## config.mk

```make
export PLATFORM = sky130hd
export DESIGN_NAME = a_bram_host_responder
export DESIGN_NICKNAME = d
export VERILOG_FILES = /design/src/rtl/qkd_bram_pkg.sv /design/src/rtl/a_bram_host_responder_fsm.sv /design/src/rtl/a_bram_host_responder.sv
export SDC_FILE = /design/constraint.sdc
export NUM_CORES = 1
export LEC_CHECK = 0
export CAP_MARGIN = 20
export CORE_ASPECT_RATIO = 0.9
export CORE_MARGIN = 4
export CORE_UTILIZATION = 44
export DETAILED_ROUTE_END_ITERATION = 12
export PLACE_DENSITY = 0.95
export SYNTH_ARGS = -nofsm -noshare
export SYNTH_HDL_FRONTEND = slang
export SYNTH_SLANG_ARGS = --single-unit
export TNS_END_PERCENT = 20
```

## constraint.sdc

```tcl
create_clock -name clk -period 8.05 [get_ports clk]
set_input_delay 1.61 -clock clk [delete_from_list [all_inputs] [get_ports clk]]
set_output_delay 1.61 -clock clk [all_outputs]
set_load 0.02 [all_outputs]
```

## src/rtl/qkd_bram_pkg.sv

```systemverilog
// Encodings, addresses and responder state type shared by both sides of the
// manager BRAM state-word handshake.
package qkd_bram_pkg;

    localparam logic [3:0] ON_STATE      = 4'h1;
    localparam logic [3:0] OFF_STATE     = 4'h0;
    localparam logic [3:0] IDLE_STATE    = 4'h0;
    localparam logic [3:0] REQUEST_STATE = 4'h1;
    localparam logic [3:0] READY_STATE   = 4'h2;

    localparam logic [3:0] WRITER_PC     = 4'hA;
    localparam logic [3:0] WRITER_KCU116 = 4'hB;

    localparam logic [31:0] PC_STATE_ADDRESS   = 32'h0;
    localparam logic [31:0] FPGA_STATE_ADDRESS = 32'h8;

    localparam int NO_USE_BIT_WIDTH = 32;
    localparam logic [1:0] SETTLE_CYCLES = 2'd2;

    typedef enum logic [3:0] {
        RSP_OFF         = 4'd0,
        RSP_WRITE_ON    = 4'd1,
        RSP_POLL_REQ    = 4'd2,
        RSP_SERVICE     = 4'd3,
        RSP_WRITE_READY = 4'd4,
        RSP_POLL_IDLE   = 4'd5,
        RSP_WRITE_IDLE  = 4'd6,
        RSP_WRITE_OFF   = 4'd7
    } rsp_state_e;

    // All six service fields carry the same code in every word the host writes.
    function automatic logic [63:0] make_state_word(input logic [3:0] onoff,
                                                    input logic [3:0] field,
                                                    input logic [3:0] writer);
        return {{NO_USE_BIT_WIDTH{1'b0}}, onoff, {6{field}}, writer};
    endfunction

endpackage

```

## src/rtl/a_bram_host_responder_fsm.sv

```systemverilog
// Round sequencing for the host responder: state register, next-state logic
// and the read settle counter that masks stale data on entry to a poll state.
module a_bram_host_responder_fsm
    import qkd_bram_pkg::*;
(
    input  logic       clk,
    input  logic       rst,
    input  logic       qkd_enable,
    input  logic       service_done,
    input  logic       req_hit,
    input  logic       idle_hit,
    output rsp_state_e state,
    output logic       settled,
    output logic       take_req
);

    rsp_state_e state_q, state_d;
    logic [1:0] settle_q, settle_d;

    always_ff @(posedge clk or posedge rst) begin
        if (rst) begin
            state_q  <= RSP_OFF;
            settle_q <= 2'd0;
        end else begin
            state_q  <= state_d;
            settle_q <= settle_d;
        end
    end

    always_comb begin
        state_d = state_q;
        case (state_q)
            RSP_OFF:         if (qkd_enable) state_d = RSP_WRITE_ON;
            RSP_WRITE_ON:    state_d = qkd_enable ? RSP_POLL_REQ : RSP_WRITE_OFF;
            RSP_POLL_REQ: begin
                if (!qkd_enable)            state_d = RSP_WRITE_OFF;
                else if (settled && req_hit) state_d = RSP_SERVICE;
            end
            // A drop of qkd_enable is held off until the stub finishes.
            RSP_SERVICE:     if (service_done) state_d = qkd_enable ? RSP_WRITE_READY : RSP_WRITE_OFF;
            RSP_WRITE_READY: state_d = qkd_enable ? RSP_POLL_IDLE : RSP_WRITE_OFF;
            RSP_POLL_IDLE: begin
                if (!qkd_enable)             state_d = RSP_WRITE_OFF;
                else if (settled && idle_hit) state_d = RSP_WRITE_IDLE;
            end
            RSP_WRITE_IDLE:  state_d = qkd_enable ? RSP_POLL_REQ : RSP_WRITE_OFF;
            RSP_WRITE_OFF:   state_d = RSP_OFF;
            default:         state_d = RSP_OFF;
        endcase

        settle_d = settle_q;
        if ((state_d == RSP_POLL_REQ || state_d == RSP_POLL_IDLE) && state_d != state_q)
            settle_d = SETTLE_CYCLES;
        else if (settle_q != 2'd0)
            settle_d = settle_q - 2'd1;
    end

    always_comb begin
        state    = state_q;
        settled  = (settle_q == 2'd0);
        take_req = (state_q == RSP_POLL_REQ) && (state_d == RSP_SERVICE);
    end

endmodule

```

## src/rtl/a_bram_host_responder.sv

```systemverilog
// Host-side responder on BRAM port A: announces ON, services FPGA requests via
// the local stub, acknowledges with READY and closes each round with IDLE.
module a_bram_host_responder
    import qkd_bram_pkg::*;
(
    input  logic        clk,
    input  logic        rst,
    input  logic        qkd_enable,
    output logic        service_req,
    output logic [5:0]  service_fields,
    input  logic        service_done,
    output logic        bram_clka,
    output logic [31:0] bram_addra,
    output logic [63:0] bram_dina,
    output logic        bram_ena,
    output logic        bram_rsta,
    output logic [7:0]  bram_wea,
    input  logic [63:0] bram_douta,
    output logic [15:0] round_count,
    output logic        protocol_error,
    output logic [3:0]  responder_state
);

    rsp_state_e state;
    logic       settled, take_req;

    logic [63:0] dout_q, dout_d;
    logic [5:0]  service_fields_q, service_fields_d;
    logic [15:0] round_count_q, round_count_d;
    logic        protocol_error_q, protocol_error_d;

    logic [5:0] req_bits;
    logic       bad_field, live_word, req_hit, illegal_hit, idle_hit;

    a_bram_host_responder_fsm u_fsm (
        .clk          (clk),
        .rst          (rst),
        .qkd_enable   (qkd_enable),
        .service_done (service_done),
        .req_hit      (req_hit),
        .idle_hit     (idle_hit),
        .state        (state),
        .settled      (settled),
        .take_req     (take_req)
    );

    // Field i sits at bits [4i+7:4i+4]: i = 0 is sk2, i = 5 is sklen.
    always_comb begin
        req_bits  = 6'd0;
        bad_field = 1'b0;
        for (int i = 0; i < 6; i++) begin
            req_bits[i] = (dout_q[4*i+4 +: 4] == REQUEST_STATE);
            if (dout_q[4*i+4 +: 4] != IDLE_STATE && dout_q[4*i+4 +: 4] != REQUEST_STATE)
                bad_field = 1'b1;
        end
        live_word   = (dout_q[31:28] == ON_STATE) && (dout_q[3:0] == WRITER_KCU116);
        req_hit     = live_word && !bad_field && (req_bits != 6'd0);
        illegal_hit = live_word && bad_field;
        idle_hit    = (dout_q == make_state_word(ON_STATE, IDLE_STATE, WRITER_KCU116));
    end

    always_comb begin
        dout_d           = bram_douta;
        service_fields_d = take_req ? req_bits : service_fields_q;
        round_count_d    = round_count_q;
        if (state == RSP_WRITE_IDLE)
            round_count_d = round_count_q + 16'd1;
        protocol_error_d = protocol_error_q
                         | ((state == RSP_POLL_REQ) && settled && illegal_hit);
    end

    always_ff @(posedge clk or posedge rst) begin
        if (rst) begin
            dout_q           <= 64'h0;
            service_fields_q <= 6'd0;
            round_count_q    <= 16'd0;
            protocol_error_q <= 1'b0;
        end else begin
            dout_q           <= dout_d;
            service_fields_q <= service_fields_d;
            round_count_q    <= round_count_d;
            protocol_error_q <= protocol_error_d;
        end
    end

    always_comb begin
        bram_wea   = 8'h00;
        bram_dina  = 64'h0;
        bram_addra = FPGA_STATE_ADDRESS;
        case (state)
            RSP_WRITE_ON, RSP_WRITE_IDLE: begin
                bram_wea   = 8'hFF;
                bram_addra = PC_STATE_ADDRESS;
                bram_dina  = make_state_word(ON_STATE, IDLE_STATE, WRITER_PC);
            end
            RSP_WRITE_READY: begin
                bram_wea   = 8'hFF;
                bram_addra = PC_STATE_ADDRESS;
                bram_dina  = make_state_word(ON_STATE, READY_STATE, WRITER_PC);
            end
            RSP_WRITE_OFF: begin
                bram_wea   = 8'hFF;
                bram_addra = PC_STATE_ADDRESS;
            end
            default: ;
        endcase
    end

    assign bram_clka       = clk;
    assign bram_ena        = 1'b1;
    assign bram_rsta       = 1'b0;
    assign service_req     = (state == RSP_SERVICE);
    assign service_fields  = service_fields_q;
    assign round_count     = round_count_q;
    assign protocol_error  = protocol_error_q;
    assign responder_state = state;

endmodule

```

* After elaboration in Yosys (flattened, before gate mapping) *
Index checks and enable logic that the tools add are counted.

storage, ports and cells
  flip-flop bits (word level) = 93
  input bits = 68
  output and inout bits = 135
  logic and storage cells = 87

operators by class
  add/sub/neg operators = 2
  equality and inequality tests = 26
  muxes and demuxes = 21
  bitwise operators = 1
  reduce and logical (&&, ||, !) cells = 31

operators by type and width
  cell                     count
  $eq A64 B29 Y1 const B   1
  $pmux W29 S2             1
  $eq A4 B1 Y1 const B     8
  $mux W4                  7
  $ne A4 B1 Y1 const B     6
  $pmux W4 S6              1
  $reduce_bool A4 Y1       6
  $eq A4 B3 Y1 const B     5
  $add A16 B1 Y16 const B  1
  $eq A4 B2 Y1 const B     4
  $logic_and A1 B1 Y1      16
  $mux W2                  4
  $mux W8                  1
  $mux W1                  6
  $reduce_bool A6 Y1       1
  $eq A4 B4 Y1 const B     1
  $logic_not A4 Y1         1
  $ne A4 B4 Y1             1
  $reduce_bool A2 Y1       2
  $reduce_or A4 Y1         1
  $mux W3                  1
  $logic_not A2 Y1         1
  $reduce_or A2 Y1         1
  $sub A2 B1 Y2 const B    1
  3 further kinds          3

* Depth between registers and ports, before layout *
Gate-level depths: netlist of run 1.

  depth in word-level cells = 19
  depth in mapped cells = 8
  gate-level depth less buffers = 8

* Hierarchy *
From an unflattened synthesis of run 1, not the netlist that was laid out.

second synthesis, totals
  cell total of the unflattened synthesis = 355
  area total of the unflattened synthesis = 4127.7 um^2

modules (own cells, without submodules)
  module                     times used  cells each  area each (um^2)  sequential area each (um^2)
  a_bram_host_responder      1           300         3654.8            2177.1
  a_bram_host_responder_fsm  1           55          473.0             150.1

==> flow_metrics.env, run 1 <==
export IMPL_grtUsageTotal=0.146
export IMPL_ys_warn_count=0
export IMPL_post_cts_buffers=0
export IMPL_nNetsFinal=519
export IMPL_irDropWorstVdd_mv=0.152
export IMPL_start_kind="clock port"
export IMPL_ff_latch_area_um2=2330
export IMPL_drtPass1Iterations=4
export IMPL_synth_top_cell_by_area="dfrtp_1"
export IMPL_synth_most_common_cell="buf_4"
export IMPL_hold_class="register to register"
export IMPL_vias=2489
export IMPL_design_area_um2=5220
export IMPL_io_buffers=114
export IMPL_syn_avg_cell_area_um2=12.1
export IMPL_pre_cts_slack_ns=1.91
export IMPL_cp_required_ns=6.44
export IMPL_fillCellCount=711
export IMPL_io_pins=203
export IMPL_dpl_instance_area_um2=4930
export IMPL_power_leakage_uw=0.00233
export IMPL_dp_hpwl_mm=6.28
export IMPL_drcViolationCount=0
export IMPL_async_flop_share=1.00
export IMPL_yosys_most_used_dff="dfrtp_1"
export IMPL_layout_drive_gt1_share=0.0793
export IMPL_avgViaCountPerCell=4.32
export IMPL_cts_tree="built"
export IMPL_core_area_um2=9080
export IMPL_syn_to_final_growth_pct=27.6
export IMPL_antenna_found_initial=0
export IMPL_synth_area_leaders="dfrtp_1 57%, buf_4 19%, xnor2_1 2.6%"
export IMPL_finalSetupTns_ns=0
export IMPL_layout_setup_ws_ns=1.66
export IMPL_drt_initial_drc_count=104
export IMPL_synth_top_area_frac=0.569
export IMPL_whs_ns=0.477
export IMPL_grt_pass1_wl_mm=11.9
export IMPL_grt_max_degree=94
export IMPL_setup_viol=0
export IMPL_synth_cells=339
export IMPL_powerDensity_nw_per_um2=240
export IMPL_max_slew_margin=0.634
export IMPL_status="finished, final reports clean"
export IMPL_synth_edf_count=0
export IMPL_rows=33
export IMPL_yosysUniqueCellTypes=49
export IMPL_path_max_fanout=2
export IMPL_grt_overflow=0
export IMPL_rsz0062_at_grt="no"
export IMPL_antenna_cells=0
export IMPL_end_kind="primary output"
export IMPL_synth_commonest_cells="103 x buf_4, 93 x dfrtp_1, 13 x nand2_1"
export IMPL_worst_pin_slew_ns=0.547
export IMPL_ctsResizeCount=0
export IMPL_cap_violations=0
export IMPL_die_h_um=99.5
export IMPL_post_route_util=0.575
export IMPL_arrival_ns=4.78
export IMPL_multiInputGateArea_um2=1260
export IMPL_syn_cell_area_um2=4090
export IMPL_grt_pass1_vias=2502
export IMPL_cts_hold_buffers_added=0
export IMPL_chipWidth_um=110
export IMPL_initial_core_util=0.450
export IMPL_insertion_delay_ns=0.45
export IMPL_routed_wl_mm=7.92
export IMPL_yosysSeqAreaShare=0.569
export IMPL_dieArea_um2=10900
export IMPL_path_class="clock port to primary output"
export IMPL_finalMaxSlewViolations=0
export IMPL_yosys_register_bits=93
export IMPL_place_gp_congestion=0.793
export IMPL_hold_viol=0
export IMPL_skew_ns=0.00940
export IMPL_clk_pin_slew_ns=0.08
export IMPL_ant_nets=0
export IMPL_wl_per_cell_um=13.8
per-stage QoR:
step / total power [µW] / instances
floorplan: 806 / 426
CTS: 1260 / 575
finish: 1250 / 576
detailed placement: 903 / 556
global placement: 890 / 556
global route: 1320 / 576
area by class of cell:
class / count / share of cell area
Clock inverter: 4 / 0.0103
Inverter: 10 / 0.00743
Clock buffer: 16 / 0.0415
Tap cell: 122 / 0.0292
Multi-Input combinational cell: 215 / 0.241
Timing Repair Buffer: 116 / 0.225
Sequential cell: 93 / 0.446
cells by family (layout without fill, tap and decap cells):
family,Yosys count,in the layout,synth area share
flip-flops,93,93,0.569
multiplexers,7,7,0.0199
buffers and inverters,118,146,0.204
adder cells (fa/ha/maj),2,2,0.00612
other,2,89,0.00184
AND/OR/NAND/NOR,75,75,0.115
AO/OA/AOI/OAI,25,25,0.0480
XOR/XNOR,17,17,0.0364
state kept, by name, indices dropped and copies added (netlist names):
name / flops
dout_q: 64
round_count: 16
service_fields: 6
u_fsm.state: 4
u_fsm.settle_q: 2
protocol_error: 1
path summary, 6_finish.rpt:
path | startpoint | endpoint | slack (ns) | cells after the start
hold / removal | protocol_error$_DFF_PP0_ | protocol_error$_DFF_PP0_ | 0.48 | 1
setup / recovery | clk | bram_clka | 1.66 | 3
min in group asynchronous | rst | dout_q[1]$_DFF_PP0_ | 1.48 | 3
setup reg to reg | u_fsm.settle_q[0]$_DFFE_PP0P_ | service_fields[4]$_DFFE_PP0P_ | 5.66 | 8
max in group asynchronous | rst | dout_q[37]$_DFF_PP0_ | 5.95 | 4
hold reg to reg | protocol_error$_DFF_PP0_ | protocol_error$_DFF_PP0_ | 0.48 | 1
layout by cell type, fill, tap and decap left out, types with 3 or more instances in the layout:
| master | count |
|---|---|
| conb_1 | 89 |
| a21oi_1 | 6 |
| a21o_1 | 3 |
| xnor2_1 | 12 |
| and2_1 | 3 |
| and3_1 | 4 |
| clkbuf_8 | 15 |
| mux2i_1 | 4 |
| inv_1 | 9 |
| xor2_1 | 5 |
| nor3_1 | 7 |
| nand2b_1 | 6 |
| nand4_1 | 5 |
| nor4b_1 | 3 |
| nor4_1 | 8 |
| clkdlybuf4s50_1 | 114 |
| nand2_1 | 13 |
| o21ai_0 | 3 |
| nor2_1 | 4 |
| nand3_1 | 4 |
| dfrtp_1 | 93 |
| nor2b_1 | 4 |
worst max-delay path, cell delays in order:
cell,delay [ns]
clkbuf_8,0.11
clkbuf_8,0.11
clkdlybuf4s50_1,0.53
report_power, final:
part | leakage, µW | switching [µW] | internal (µW)
registers | 0.00113 | 37.8 | 510
clock network | 0.000131 | 166 | 210
logic | 0.00107 | 179 | 151
total | 0.00233 | 383 | 870
routing by layer:
layer / routed length [µm] / track usage / vias to the layer above
li1: - / - / 1155
met1: 2610 / 0.139 / 1171
met2: 4350 / 0.274 / 146
met3: 772 / 0.0578 / 17
met4: 191 / 0.0594 / 0
met5: 0 / 0 / -
(Power assumes the default switching activity.)
==> run 2: changes to the inputs <==
- CORE_UTILIZATION: 44 -> 40
- PLACE_DENSITY: 0.95 -> 0.88
- clock period: 8.05 -> 6.4 ns (I/O delays scaled with it)
==> run 2 against run 1 <==
Against the previous run: setup slack got worse by 0.52 ns; die area increased by 9.2%; combinational power increased by 25%; sequential power increased by 26%; critical path type unchanged; cell count increased by 0.69%; critical endpoint unchanged.
==> flow_metrics.env, run 2 (synthesis gave the netlist of run 1 again) <==
export IMPL_max_slew_margin=0.632
export IMPL_chipWidth_um=115
export IMPL_hold_viol=0
export IMPL_avgViaCountPerCell=4.31
export IMPL_dieArea_um2=11900
export IMPL_path_cells="clkbuf_16 > clkbuf_16 > clkdlybuf4s50_1"
export IMPL_grt_pass1_vias=2471
export IMPL_io_pins=203
export IMPL_powerDensity_nw_per_um2=323
export IMPL_path_max_fanout=2
export IMPL_drcViolationCount=0
export IMPL_vias=2498
export IMPL_min_to="protocol_error$_DFF_PP0_"
export IMPL_dp_hpwl_mm=5.97
export IMPL_end_kind="primary output"
export IMPL_finalSetupTns_ns=0
export IMPL_largest_register="dout_q"
export IMPL_total_power_uw=1720
export IMPL_layout_drive_gt1_share=0.0793
export IMPL_nNetsFinal=519
export IMPL_grt_overflow=0
export IMPL_wl_per_cell_um=13.3
export IMPL_reg2reg_from="u_fsm.settle_q[0]$_DFFE_PP0P_"
export IMPL_antenna_cells=0
export IMPL_clk_pin_slew_ns=0.06
export IMPL_drt_initial_drc_count=44
export IMPL_routed_wl_mm=7.70
export IMPL_rr_endpoint="service_fields[3]$_DFFE_PP0P_"
export IMPL_ctsResizeCount=0
export IMPL_syn_to_final_growth_pct=30.0
export IMPL_io_buffers=114
export IMPL_post_route_util=0.541
export IMPL_setup_viol=0
export IMPL_rows=34
export IMPL_path_common_cell="clkbuf_16"
export IMPL_cts_tree="built"
export IMPL_clkPwrFrac=0.357
export IMPL_post_cts_buffers=0
export IMPL_start_kind="clock port"
export IMPL_power_leakage_uw=0.00238
export IMPL_hp_start="protocol_error$_DFF_PP0_"
export IMPL_rrSetupSlack_ns=4.05
export IMPL_p_sw_uw=526
export IMPL_status="finished, final reports clean"
export IMPL_place_gp_congestion=0.867
export IMPL_cts_hold_buffers_added=0
export IMPL_path_class="clock port to primary output"
export IMPL_seq_power_share=0.402
export IMPL_intPower_uw=1190
export IMPL_worst_hold_path_num_cells=1
export IMPL_fin_cells=580
export IMPL_whs_ns=0.471
export IMPL_grt_max_degree=94
export IMPL_core_area_um2=9830
export IMPL_cap_violations=0
export IMPL_hold_class="register to register"
export IMPL_combPwrFrac=0.241
export IMPL_grtUsageTotal=0.126
export IMPL_initial_core_util=0.416
export IMPL_grt_pass1_wl_mm=11.6
export IMPL_final_common_cell="clkdlybuf4s50_1"
export IMPL_worst_pin_slew_ns=0.548
export IMPL_largest_reg_flops=64
export IMPL_arrival_ns=3.98
export IMPL_layout_common_cells="114 x clkdlybuf4s50_1, 93 x dfrtp_1, 89 x conb_1, 13 x nand2_1"
export IMPL_fillCellCount=784
export IMPL_die_h_um=104
export IMPL_irDropWorstVdd_mv=0.223
export IMPL_cp_required_ns=5.12
export IMPL_rr_worst_depth=8
export IMPL_dpl_cell_count=559
export IMPL_antenna_found_initial=0
export IMPL_drtPass1Iterations=4
export IMPL_slowest_stage="clkdlybuf4s50_1"
export IMPL_finalMaxSlewViolations=0
export IMPL_switching_share=0.306
export IMPL_critPathMaxStageDelay_ns=0.53
export IMPL_skew_ns=0.00769
export IMPL_insertion_delay_ns=0.44
export IMPL_rsz0062_at_grt="no"
export IMPL_ant_nets=0
[run 2: power groups by stage]
stage	Combinational (µW)	Sequential, µW	Clock, µW
5_1_grt	445	697	653
3_5_place_dp	414	699	21.0
6_report	414	690	613
3_3_place_gp	403	696	21.0
2_1_floorplan	282	714	18.3
4_1_cts	415	689	630
[run 2: worst max path at each step]
stage          startpoint         to  slack (ns)  depth (start not counted)
2_1_floorplan         clk  bram_clka        1.79                          1
3_3_place_gp          clk  bram_clka        1.41                          1
3_5_place_dp          clk  bram_clka        1.41                          1
4_1_cts               clk  bram_clka        1.13                          3
5_1_grt               clk  bram_clka        1.13                          3
6_report              clk  bram_clka        1.14                          3
[run 2: stage by stage]
stage,area (µm²),worst slack [ns]
after floorplan,4420,1.79
after global placement,4930,1.41
after detailed placement,4930,1.41
after CTS,5290,1.13
after global routing,5320,1.13
final,5320,1.14
[run 2: worst max-delay path, delay by kind of cell]
family / cells / cell delay [ns]
buf+inv: 3 / 0.78
[run 2: layout make-up]
type,count,area (µm²),share of cell area
clock buffer,13,310,0.0583
clock inverter,7,57.6,0.0108
inverter,10,38.8,0.00729
multi-input combinational,215,1260,0.236
sequential,93,2330,0.438
tap,126,158,0.0296
timing repair buffer,116,1170,0.220
[run 2: routing by layer]
layer / up-vias / share of wire / GRT usage
li1: 1157 / - / -
met3: 12 / 0.11 / 0.0442
met2: 141 / 0.52 / 0.221
met1: 1188 / 0.35 / 0.128
met5: - / 0 / 0
met4: 0 / 0.016 / 0.0687
==> run 3: changes to the inputs <==
- CORE_UTILIZATION: 40 -> 37
- PLACE_DENSITY: 0.88 -> 0.86
- clock period: 6.4 -> 4.3 ns (I/O delays scaled with it)
==> run 3 against run 2 <==
Against the previous run: power is 52% higher; via count is 0.36% higher; cell count is 1.2% higher; largest power group unchanged.
==> flow_metrics.env, run 3 (synthesis gave the netlist of run 1 again) <==
export IMPL_clk_pin_slew_ns=0.07
export IMPL_start_kind="clock port"
export IMPL_routed_wl_mm=7.72
export IMPL_largest_register="dout_q"
export IMPL_largest_reg_flops=64
export IMPL_fillCellCount=916
export IMPL_grtUsageMet2=0.215
export IMPL_dpl_cell_count=567
export IMPL_powerDensity_nw_per_um2=488
export IMPL_end_kind="primary output"
export IMPL_chipWidth_um=119
export IMPL_skew_ns=0.00977
export IMPL_drcViolationCount=0
export IMPL_path_common_cell="clkbuf_16"
export IMPL_dieArea_um2=12800
export IMPL_rr_worst_depth=8
export IMPL_io_pins=203
export IMPL_critPathMaxStageDelay_ns=0.53
export IMPL_final_common_cell="clkdlybuf4s50_1"
export IMPL_fin_cells=587
export IMPL_wl_per_cell_um=13.2
export IMPL_finalMaxSlewViolations=0
export IMPL_rrSetupSlack_ns=1.90
export IMPL_slowest_stage="clkdlybuf4s50_1"
export IMPL_irDropWorstVdd_mv=0.399
export IMPL_cp_required_ns=3.44
export IMPL_hold_class="register to register"
export IMPL_insertion_delay_ns=0.45
export IMPL_grt_max_degree=63
export IMPL_status="finished, final reports clean"
export IMPL_layout_drive_gt1_share=0.0793
export IMPL_arrival_ns=2.92
export IMPL_path_cells="clkbuf_16 > clkbuf_16 > clkdlybuf4s50_1"
export IMPL_cts_tree="built"
export IMPL_rr_endpoint="service_fields[4]$_DFFE_PP0P_"
export IMPL_grt_overflow=0
export IMPL_setup_viol=0
export IMPL_vias=2507
export IMPL_path_max_fanout=2
export IMPL_antenna_cells=0
export IMPL_avgViaCountPerCell=4.27
export IMPL_ctsResizeCount=0
export IMPL_initial_core_util=0.378
export IMPL_path_class="clock port to primary output"
export IMPL_grt_pass1_wl_mm=12.1
export IMPL_startpoint="clk"
export IMPL_drtPass1Iterations=4
export IMPL_met1_usage=0.126
export IMPL_grt_use_met3=0.0547
export IMPL_cap_violations=0
export IMPL_hold_viol=0
export IMPL_worstSetupEndpoint="bram_clka"
export IMPL_worst_pin_slew_ns=0.545
export IMPL_grtUsageTotal=0.121
export IMPL_ff_latch_area_um2=2330
export IMPL_rsz0062_at_grt="no"
export IMPL_cts_hold_buffers_added=0
export IMPL_place_gp_congestion=0.763
export IMPL_nNetsFinal=519
export IMPL_power_leakage_uw=0.00239
export IMPL_layout_common_cells="114 x clkdlybuf4s50_1, 93 x dfrtp_1, 89 x conb_1, 13 x nand2_1"
export IMPL_ant_nets=0
export IMPL_drt_initial_drc_count=100
export IMPL_grt_busiest_layer="met2"
export IMPL_reg2reg_from="u_fsm.settle_q[0]$_DFFE_PP0P_"
export IMPL_max_slew_margin=0.634
export IMPL_finalSetupTns_ns=0
export IMPL_die_h_um=108
export IMPL_grt_pass1_vias=2474
export IMPL_post_cts_buffers=0
export IMPL_io_buffers=114
export IMPL_core_area_um2=10800
export IMPL_antenna_found_initial=0
export IMPL_syn_to_final_growth_pct=31.0
export IMPL_dp_hpwl_mm=6.11
export IMPL_multiInputGateArea_um2=1260
export IMPL_rows=36
-- run 3: cell types whose count changed in the layout (fill, tap and decap cells not counted), sizes merged --
| cell | previous run | this run |
|---|---|---|
| clkinv | 3 | 1 |
| bufinv | 0 | 1 |
| inv | 13 | 14 |
-- run 3: where the power goes --
part | total [µW] | switching [µW] | internal, µW
combinational | 618 | 337 | 281
sequential | 1020 | 68.1 | 955
clock | 973 | 376 | 597
-- run 3: per-stage QoR --
stage	power (µW)	utilization	cell area [µm²]	hold WS, ns	setup WS [ns]
floorplan	1510	-	4420	0.505	1.02
CTS	2640	0.493	5330	0.481	0.508
detailed placement	1690	0.457	4940	0.465	0.782
global placement	1670	0.457	4940	0.456	0.782
finish	2610	0.495	5360	0.477	0.517
global route	2750	0.495	5360	0.488	0.494
-- run 3: cell type report --
cell class                      count  share of cell area
Multi-Input combinational cell    215               0.235
Clock inverter                      7              0.0157
Clock buffer                       13              0.0579
Tap cell                          133              0.0311
Sequential cell                    93               0.434
Timing Repair Buffer              116               0.219
Inverter                           10             0.00724
-- run 3: worst max-delay path, delay by kind of cell --
| family | cells | cell delay, ns |
|---|---|---|
| buffers and inverters | 3 | 0.78 |
-- run 3: worst min-delay path by stage --
stage / from / depth (start not counted) / slack [ns] / to
3_5_place_dp: protocol_error$_DFF_PP0_ / 1 / 0.47 / protocol_error$_DFF_PP0_
2_1_floorplan: dout_q[10]$_DFF_PP0_ / 3 / 0.51 / service_fields[1]$_DFFE_PP0P_
6_report: protocol_error$_DFF_PP0_ / 1 / 0.48 / protocol_error$_DFF_PP0_
4_1_cts: protocol_error$_DFF_PP0_ / 1 / 0.48 / protocol_error$_DFF_PP0_
5_1_grt: protocol_error$_DFF_PP0_ / 1 / 0.49 / protocol_error$_DFF_PP0_
3_3_place_gp: protocol_error$_DFF_PP0_ / 1 / 0.46 / protocol_error$_DFF_PP0_
-- run 3: per-layer routing --
| metal | part of all wire | vias up |
|---|---|---|
| li1 | - | 1162 |
| met1 | 0.36 | 1199 |
| met2 | 0.53 | 144 |
| met3 | 0.11 | 2 |
| met4 | 0.0018 | 0 |
| met5 | 0 | - |
